$ cat config.mk
export PLATFORM = sky130hd
export DESIGN_NAME = cordic_out_stage
export DESIGN_NICKNAME = d
export VERILOG_FILES = /design/src/rtl/cordic_pkg.sv /design/src/rtl/cordic_out_fifo.sv /design/src/rtl/cordic_out_stage.sv
export SDC_FILE = /design/constraint.sdc
export NUM_CORES = 1
export LEC_CHECK = 0
export CORE_MARGIN = 2
export CORE_UTILIZATION = 55
export CTS_CLUSTER_DIAMETER = 120
export DETAILED_ROUTE_END_ITERATION = 8
export GPL_TIMING_DRIVEN = 0
export PLACE_DENSITY = 0.76
export SYNTH_ARGS = -nofsm -noshare
export SYNTH_HDL_FRONTEND = slang
export SYNTH_SLANG_ARGS = --single-unit
$ cat constraint.sdc
create_clock -name clk -period 3.2 [get_ports clk]
set_input_delay 0.64 -clock clk [delete_from_list [all_inputs] [get_ports clk]]
set_output_delay 0.64 -clock clk [all_outputs]
set_load 0.03 [all_outputs]
$ cat src/rtl/cordic_pkg.sv
// Shared definitions for the CORDIC output stage: datapath width, tag field layout,
// octant enumeration and the saturating negate used by the octant mapper.
package cordic_pkg;

    localparam int W         = 16;
    localparam int TAG_W     = 11;
    localparam int VALID_BIT = 10;
    localparam int OCT_MSB   = 9;
    localparam int OCT_LSB   = 7;
    localparam int IDX_MSB   = 6;
    localparam int LVL_W     = 5;

    typedef enum logic [2:0] {
        OCT_0 = 3'd0,
        OCT_1 = 3'd1,
        OCT_2 = 3'd2,
        OCT_3 = 3'd3,
        OCT_4 = 3'd4,
        OCT_5 = 3'd5,
        OCT_6 = 3'd6,
        OCT_7 = 3'd7
    } octant_e;

    // Operates on a sign-extended 32-bit value so any width up to 32 can share it;
    // the most negative w-bit value maps to the most positive one instead of wrapping.
    function automatic logic [31:0] sat_neg(input logic [31:0] v, input int w);
        logic [31:0] min_v;
        min_v = 32'hFFFF_FFFF << (w - 1);
        if (v == min_v) begin
            return ~min_v;
        end
        return -v;
    endfunction

endpackage

$ cat src/rtl/cordic_out_fifo.sv
// First-word fall-through register FIFO with exact occupancy count.
// A push into a full FIFO is accepted only when a pop happens on the same edge.
module cordic_out_fifo #(
    parameter int DEPTH = 4,
    parameter int DW    = 39
) (
    input  logic                           clk,
    input  logic                           reset,
    input  logic                           push,
    input  logic                           pop,
    input  logic [DW-1:0]                  data_in,
    output logic [DW-1:0]                  data_out,
    output logic                           full,
    output logic                           empty,
    output logic [cordic_pkg::LVL_W-1:0]   level
);
    import cordic_pkg::*;

    localparam int AW = (DEPTH > 1) ? $clog2(DEPTH) : 1;

    logic [DW-1:0]    r_mem [DEPTH];
    logic [AW-1:0]    r_wr_ptr;
    logic [AW-1:0]    r_rd_ptr;
    logic [LVL_W-1:0] r_level;
    logic             w_wr_en;
    logic             w_rd_en;
    logic [DEPTH-1:0] w_we;

    assign empty   = (r_level == '0);
    assign full    = (r_level == LVL_W'(DEPTH));
    assign w_rd_en = pop && !empty;
    assign w_wr_en = push && (!full || w_rd_en);

    generate
        for (genvar gi = 0; gi < DEPTH; gi++) begin : g_we
            assign w_we[gi] = w_wr_en && (r_wr_ptr == AW'(gi));
        end
    endgenerate

    // Entries are cleared on reset so the head never reads as X.
    always_ff @(posedge clk or negedge reset) begin
        if (!reset) begin
            for (int i = 0; i < DEPTH; i++) begin
                r_mem[i] <= '0;
            end
        end else begin
            for (int i = 0; i < DEPTH; i++) begin
                if (w_we[i]) begin
                    r_mem[i] <= data_in;
                end
            end
        end
    end

    always_ff @(posedge clk or negedge reset) begin
        if (!reset) begin
            r_wr_ptr <= '0;
            r_rd_ptr <= '0;
            r_level  <= '0;
        end else begin
            if (w_wr_en) begin
                r_wr_ptr <= r_wr_ptr + AW'(1);
            end
            if (w_rd_en) begin
                r_rd_ptr <= r_rd_ptr + AW'(1);
            end
            case ({w_wr_en, w_rd_en})
                2'b10:   r_level <= r_level + LVL_W'(1);
                2'b01:   r_level <= r_level - LVL_W'(1);
                default: r_level <= r_level;
            endcase
        end
    end

    assign data_out = r_mem[r_rd_ptr];
    assign level    = r_level;

endmodule

$ cat src/rtl/cordic_out_stage.sv
// CORDIC output stage: maps the final (X,Y) into the true octant with saturating
// negation, registers it, and buffers results in a non-stalling output FIFO.
module cordic_out_stage #(
    parameter int DEPTH = 4,
    parameter int W     = cordic_pkg::W
) (
    input  logic         clk,
    input  logic         reset,
    input  logic [W-1:0] x_in,
    input  logic [W-1:0] y_in,
    input  logic [10:0]  index_cor_in,
    input  logic         out_ready,
    input  logic         clr_ovf,
    output logic [W-1:0] cos_out,
    output logic [W-1:0] sin_out,
    output logic [6:0]   idx_out,
    output logic         out_valid,
    output logic [4:0]   level,
    output logic         ovf
);
    import cordic_pkg::*;

    localparam int DW = 2 * W + IDX_MSB + 1;

    logic [W-1:0]      w_neg_x;
    logic [W-1:0]      w_neg_y;
    logic [W-1:0]      w_c;
    logic [W-1:0]      w_s;
    logic              r_s1_valid;
    logic [W-1:0]      r_s1_c;
    logic [W-1:0]      r_s1_s;
    logic [IDX_MSB:0]  r_s1_idx;
    logic [DW-1:0]     w_fifo_out;
    logic              w_full;
    logic              w_empty;
    logic              w_pop;
    logic              w_drop;
    logic              r_ovf;

    assign w_neg_x = W'(sat_neg(32'(signed'(x_in)), W));
    assign w_neg_y = W'(sat_neg(32'(signed'(y_in)), W));

    always_comb begin
        w_c = x_in;
        w_s = y_in;
        case (octant_e'(index_cor_in[OCT_MSB:OCT_LSB]))
            OCT_0: begin w_c = x_in;    w_s = y_in;    end
            OCT_1: begin w_c = y_in;    w_s = x_in;    end
            OCT_2: begin w_c = w_neg_y; w_s = x_in;    end
            OCT_3: begin w_c = w_neg_x; w_s = y_in;    end
            OCT_4: begin w_c = w_neg_x; w_s = w_neg_y; end
            OCT_5: begin w_c = w_neg_y; w_s = w_neg_x; end
            OCT_6: begin w_c = y_in;    w_s = w_neg_x; end
            OCT_7: begin w_c = x_in;    w_s = w_neg_y; end
            default: begin w_c = x_in;  w_s = y_in;    end
        endcase
    end

    always_ff @(posedge clk or negedge reset) begin
        if (!reset) begin
            r_s1_valid <= 1'b0;
            r_s1_c     <= '0;
            r_s1_s     <= '0;
            r_s1_idx   <= '0;
        end else begin
            r_s1_valid <= index_cor_in[VALID_BIT];
            if (index_cor_in[VALID_BIT]) begin
                r_s1_c   <= w_c;
                r_s1_s   <= w_s;
                r_s1_idx <= index_cor_in[IDX_MSB:0];
            end
        end
    end

    assign out_valid = !w_empty;
    assign w_pop     = out_valid && out_ready;
    assign w_drop    = r_s1_valid && w_full && !w_pop;

    cordic_out_fifo #(
        .DEPTH (DEPTH),
        .DW    (DW)
    ) u_fifo (
        .clk      (clk),
        .reset    (reset),
        .push     (r_s1_valid),
        .pop      (w_pop),
        .data_in  ({r_s1_idx, r_s1_s, r_s1_c}),
        .data_out (w_fifo_out),
        .full     (w_full),
        .empty    (w_empty),
        .level    (level)
    );

    // A drop on the same edge as a clear leaves the flag set.
    always_ff @(posedge clk or negedge reset) begin
        if (!reset) begin
            r_ovf <= 1'b0;
        end else if (w_drop) begin
            r_ovf <= 1'b1;
        end else if (clr_ovf) begin
            r_ovf <= 1'b0;
        end
    end

    assign cos_out = w_fifo_out[W-1:0];
    assign sin_out = w_fifo_out[2*W-1:W];
    assign idx_out = w_fifo_out[DW-1:2*W];
    assign ovf     = r_ovf;

endmodule

==> results.json, run 1 <==
{
  "synth_flop_cell": "dfrtp_1",
  "yosys_register_bits": 206,
  "critPathSlowestCell": "nor3b_2",
  "totalPowerFinal_mw": 12.5,
  "io_buffers": 79,
  "whs_ps": 149,
  "relSlewSlack": 0.260,
  "synthDistinctLibCells": 77,
  "tightest_slew_ps": 1080,
  "cts_tree": "done",
  "vias": 8366,
  "fmax_ghz": 0.320,
  "r2r-start": "u_fifo.level[1]",
  "dieArea_mm2": 0.0208,
  "cts-root-buf": "clkbuf_16",
  "via_per_inst": 6.43,
  "critPathTopFamily": "simple AND/OR/NAND/NOR gates",
  "h-tree-depth": 1,
  "finalClockSkew_ps": 9.75,
  "grt_pass1_vias": 8321,
  "clkSinkCount": 206,
  "synth_warnings": 0,
  "powerDensity_mw_per_mm2": 986,
  "die_w_um": 144,
  "holdCritPathClass": "primary input to async pin",
  "worstSetupStartpointType": "primary input",
  "layout-drive-gt1-share": 0.252,
  "drcViolationCount": 0,
  "status": "finished clean",
  "clk_latency_ps": 500,
  "cp.required_ps": 3580,
  "syn-num-nets": 974,
  "peakVddDrop_v": 0.000512,
  "setup_tns_ps": 0,
  "wl_per_cell_um": 22.9,
  "drt-total-wl_um": 29800,
  "initial_core_util": 0.558,
  "cp_num_buf_inv": 2,
  "rrSetupSlack_ps": 350,
  "p_leak_nw": 5.14,
  "drtIter0Drc": 847,
  "gp_congestion": 1.02,
  "slew_viol_final": 0,
  "clk_pin_slew_worst_paths_ps": 60,
  "crit_chain": "clkdlybuf4s50_1 -> inv_1 -> ha_1 -> nor3b_2 -> nand4_2 -> nor2_2 -> o21ai_0 -> a211oi_1",
  "cts_buffer_depth": 3,
  "period_needed_ps": 3130,
  "netlist_instances": 919,
  "cap_violations": 0,
  "path_class": "primary input to flip-flop",
  "row_count": 51,
  "place_hpwl_um": 21200,
  "detail-route-antenna-nets": 0,
  "syn2layout_area_growth_pct": 17.5,
  "cts_made_buffers": 22,
  "drtPass1Iterations": 5,
  "grt_setup_unrepaired": "false",
  "synth_area_mm2": 0.0108,
  "arrival_ps": 3510,
  "cp-end-kind": "flip-flop",
  "final_net_count": 1077,
  "synthArstFlopShare": 1.00,
  "worstRegToRegCells": 10,
  "grt_pass1_wl_um": 46800,
  "synth_edf_count": 0,
  "die_y_um": 144,
  "core_area_mm2": 0.0193,
  "slowest_delay_ps": 560,
  "startpoint": "y_in[0]",
  "final-setup-viol-count": 0,
  "final_cells": 1302,
  "cp_max_fo": 10,
  "syn_avg_cell_area_um2": 11.7,
  "antenna_found_initial": 0,
  "io_pins": 93,
  "dp_cells": 1264,
  "grt_overflow": 0,
  "final_util": 0.656,
  "antennaDiodeCount": 0,
  "ys_seq_area_frac": 0.478,
  "fin_crit_sh": 0.977,
  "r2r-end": "u_fifo.level[4]",
  "hold_viol": 0,
  "grt_max_degree": 113,
  "track_usage": 0.296
}
report_power, final:
group          switching, mW  leakage (nW)  internal, mW  total [mW]
Clock                  0.997         0.347          1.47        2.46
Combinational           2.79          2.34          2.86        5.66
Sequential             0.655          2.46          3.72        4.38
final cells by class:
cell class | count | area [um2]
clock inverters | 6 | 55.1
multi-input cells | 619 | 5230
flip-flops and latches | 206 | 5150
inverters | 23 | 86.3
plain buffers | 70 | 359
fillers | 1532 | 6660
well taps | 265 | 332
clock buffers | 33 | 643
repair buffers | 80 | 823
worst max-delay path by stage:
stage                        to  slack (ps)  cells past startpoint
2_1_floorplan   u_fifo.level[4]         530                     10
3_3_place_gp   u_fifo.r_mem[94]       -7110                      1
3_5_place_dp          r_s1_c[2]        -450                      8
4_1_cts             cos_out[12]         -20                      4
5_1_grt              r_s1_c[14]           8                      9
6_report             r_s1_c[11]          70                      8
routing by layer:
layer | vias to the layer above | global-route usage | wire, um
li1 | 3636 | - | -
met1 | 4220 | 0.413 | 12300
met5 | - | 0 | 0
met3 | 89 | 0.0503 | 2370
met2 | 421 | 0.469 | 14100
met4 | 0 | 0.113 | 1070
state kept, by name (all words and copies together), names as in the netlist:
name             count
ovf                  1
r_s1_c              16
r_s1_idx             7
r_s1_s              16
r_s1_valid           1
u_fifo.level         5
u_fifo.r_mem       156
u_fifo.r_rd_ptr      2
u_fifo.r_wr_ptr      2
synth_stat cells, drive strengths merged (9+ instances only):
library cell  number  area share
dfrtp            206        0.48
mux2             142        0.15
o21ai             73       0.034
nand2             69       0.025
clkbuf            46       0.016
nor2              42       0.015
mux4              40       0.083
a21oi             33       0.015
buf               25       0.015
inv               22      0.0077
xnor2             16       0.013
nor3              15      0.0074
a31oi             14      0.0081
nor4              12       0.011
nand2b            10      0.0058
nand3              9      0.0042
o2bb2ai            9      0.0073
o31ai              9      0.0063
cells in the final DEF (no fill, tap or decap), types with 7 or more instances in the layout:
cell type        instances
ha_1                     8
clkdlybuf4s50_1         78
a21oi_1                 33
buf_4                   15
xnor2_1                 16
nand3_1                  9
mux4_2                  40
nand2_1                 65
inv_1                   22
nor3_1                  14
nand2b_1                10
nor4_1                   7
dfrtp_1                206
o21ai_0                 69
clkbuf_16               23
o22ai_1                  7
nor2b_1                  7
o31ai_1                  9
o2bb2ai_1                9
a31oi_1                 14
nor2_1                  41
mux2_2                 135
clkbuf_1                49
mux2_1                   7
per-stage QoR:
stage               worst slack (ps)  instance area (um2)
global placement               -7110                11900
CTS                            -19.8                12700
finish                          72.2                12700
floorplan                        534                10800
detailed placement              -455                11900
global route                    7.62                12700
cell families after synthesis:
| family | after synthesis | synth area share |
|---|---|---|
| flops | 206 | 0.478 |
| fa+ha+maj | 8 | 0.00927 |
| buf+inv | 94 | 0.0392 |
| mux | 187 | 0.236 |
| xor+xnor | 21 | 0.0170 |
| compound gates | 204 | 0.123 |
| simple gates | 199 | 0.0979 |
repair_timing:
action,4_1_cts,5_1_grt
hold buffers,0,0
buffers inserted,0,0
gates resized for setup,22,7
setup endpoints to repair,38,40
No activity file was read; power rests on OpenSTA's default activity.
==> inputs of run 2 (changes only) <==
Settings changed: MAX_ROUTING_LAYER from default to met4.
==> run 2 against run 1 <==
Against the previous run:
- hold slack better by 47 ps
- critical endpoint is now r_s1_c[2]
- clock power is 16% higher
- fmax down 0.53%
- flip-flop and latch count did not move
- count of clock-buffer cells in the layout grew 1
- sequential power about the same
- routed wire length increased by 0.65%
- first-iteration DRC count grew 9.3%
- clock skew hardly changed
- die area did not move
==> results.json, run 2 (same netlist as run 1, synthesis figures left out) <==
{
  "status": "finished clean",
  "final_cells": 1303,
  "finalClockSkew_ps": 9.27,
  "cp.required_ps": 3590,
  "critPathSlowestCell": "o21ai_1",
  "cp-end-kind": "flip-flop",
  "clk_latency_ps": 500,
  "fin_crit_sh": 0.983,
  "dp_cells": 1264,
  "io_buffers": 79,
  "via_per_inst": 6.34,
  "worstRegToRegCells": 10,
  "io_pins": 93,
  "period_needed_ps": 3140,
  "drtPass1Iterations": 5,
  "slew_viol_final": 0,
  "tightest_slew_ps": 1120,
  "crit_chain": "clkdlybuf4s50_1 -> inv_1 -> ha_1 -> nor3b_2 -> nand4_2 -> o21ai_1 -> a21oi_1 -> o32ai_1",
  "cts_tree": "done",
  "totalPowerFinal_mw": 12.9,
  "fmax_ghz": 0.318,
  "die_y_um": 144,
  "gp_congestion": 1.03,
  "grt_pass1_vias": 8214,
  "final_common_cell": "dfrtp_1",
  "drt-total-wl_um": 30000,
  "slowest_delay_ps": 560,
  "worstSetupStartpointType": "primary input",
  "h-tree-depth": 1,
  "drtIter0Drc": 926,
  "final_net_count": 1077,
  "detail-route-antenna-nets": 0,
  "layout-drive-gt1-share": 0.257,
  "place_hpwl_um": 21200,
  "grt_overflow": 0,
  "clkSinkCount": 206,
  "largest-register": "u_fifo.r_mem",
  "cap_violations": 0,
  "cts-root-buf": "clkbuf_16",
  "vias": 8265,
  "relSlewSlack": 0.232,
  "powerDensity_mw_per_mm2": 1010,
  "dieArea_mm2": 0.0208,
  "final_util": 0.663,
  "cts_hold_buf": 0,
  "largest_registers": "u_fifo.r_mem: 156 flops, r_s1_c: 16 flops, r_s1_s: 16 flops",
  "final-setup-viol-count": 0,
  "cts_made_buffers": 22,
  "track_usage": 0.305,
  "final_cell_mix": "dfrtp_1 (206), mux2_2 (135), clkdlybuf4s50_1 (78), o21ai_0 (69), nand2_1 (65)",
  "r2r-start": "u_fifo.level[1]",
  "setup_tns_ps": 0,
  "syn2layout_area_growth_pct": 18.7,
  "critPathTopFamily": "simple AND/OR/NAND/NOR gates",
  "grt_setup_unrepaired": "false",
  "cts_buffer_depth": 3,
  "holdCritPathClass": "primary input to async pin",
  "initial_core_util": 0.558,
  "clk_pin_slew_worst_paths_ps": 60,
  "wl_per_cell_um": 23.0,
  "rrSetupSlack_ps": 400,
  "core_area_mm2": 0.0193,
  "die_w_um": 144,
  "largest_register_ffs": 156,
  "row_count": 51,
  "peakVddDrop_v": 0.000450,
  "grt_max_degree": 114,
  "detailed_place.area_mm2": 0.0119,
  "r2r-end": "u_fifo.level[4]",
  "path_class": "primary input to flip-flop",
  "p_leak_nw": 5.20,
  "drcViolationCount": 0,
  "cp_max_fo": 10,
  "hold_viol": 0,
  "design_area_mm2": 0.0128,
  "arrival_ps": 3540,
  "grt_pass1_wl_um": 46700,
  "antenna_found_initial": 1,
  "cp_num_buf_inv": 2
}
-- run 2: what timing repair did --
item                       4_1_cts  5_1_grt
buffers inserted                 0        0
setup endpoints to repair       39       44
resized for setup               23        9
-- run 2: worst max-delay path by stage --
| stage | to | depth (start not counted) | startpoint |
|---|---|---|---|
| floorplan | u_fifo.level[4] | 10 | u_fifo.level[1] |
| global placement | u_fifo.r_mem[18] | 1 | reset |
| detailed placement | r_s1_c[2] | 8 | y_in[0] |
| CTS | cos_out[0] | 4 | u_fifo.r_rd_ptr[0] |
| global route | cos_out[0] | 3 | u_fifo.r_rd_ptr[0] |
| finish | r_s1_c[2] | 8 | y_in[0] |
-- run 2: per-stage QoR --
stage	setup slack, ps	hold WS, ps
floorplan	534	344
global placement	-7110	458
detailed placement	-399	465
CTS	-27.9	259
global route	41.5	264
finish	55.5	195
-- run 2: layer usage --
layer  GRT usage  vias to the layer above  routed length [um]
met2       0.467                      429               14200
met3      0.0685                       80                2820
met4      0.0882                        0                 794
met1       0.414                     4113               12200
li1            -                     3643                   -
met5           -                        -                   0
-- run 2: where the power goes --
part | switching, mW | internal [mW]
Clock | 1.03 | 1.82
Combinational | 2.80 | 2.87
Sequential | 0.658 | 3.72
Total | 4.49 | 8.41
-- run 2: final cells by class --
type	instances	area [um2]
diodes	1	2.50
plain buffers	70	368
clock buffers	34	697
clock inverters	5	129
fillers	1473	6520
inverters	23	86.3
multi-input cells	619	5230
flip-flops and latches	206	5150
well taps	265	332
repair buffers	80	823
-- run 2: worst register-to-register path, delay by kind of cell (launching register included) --
| kind | cells | cell delay, ps |
|---|---|---|
| flip-flops | 1 | 440 |
| AND/OR/NAND/NOR | 4 | 970 |
| adder cells (fa/ha/maj) | 1 | 220 |
| AO/OA/AOI/OAI | 3 | 760 |
| XOR/XNOR | 2 | 340 |
==> inputs of run 3 (changes only) <==
Settings changed: SKIP_LAST_GASP from default to 1.
==> results of run 3 <==
No change in the layout: final DEF, timing and power equal those of run 2.
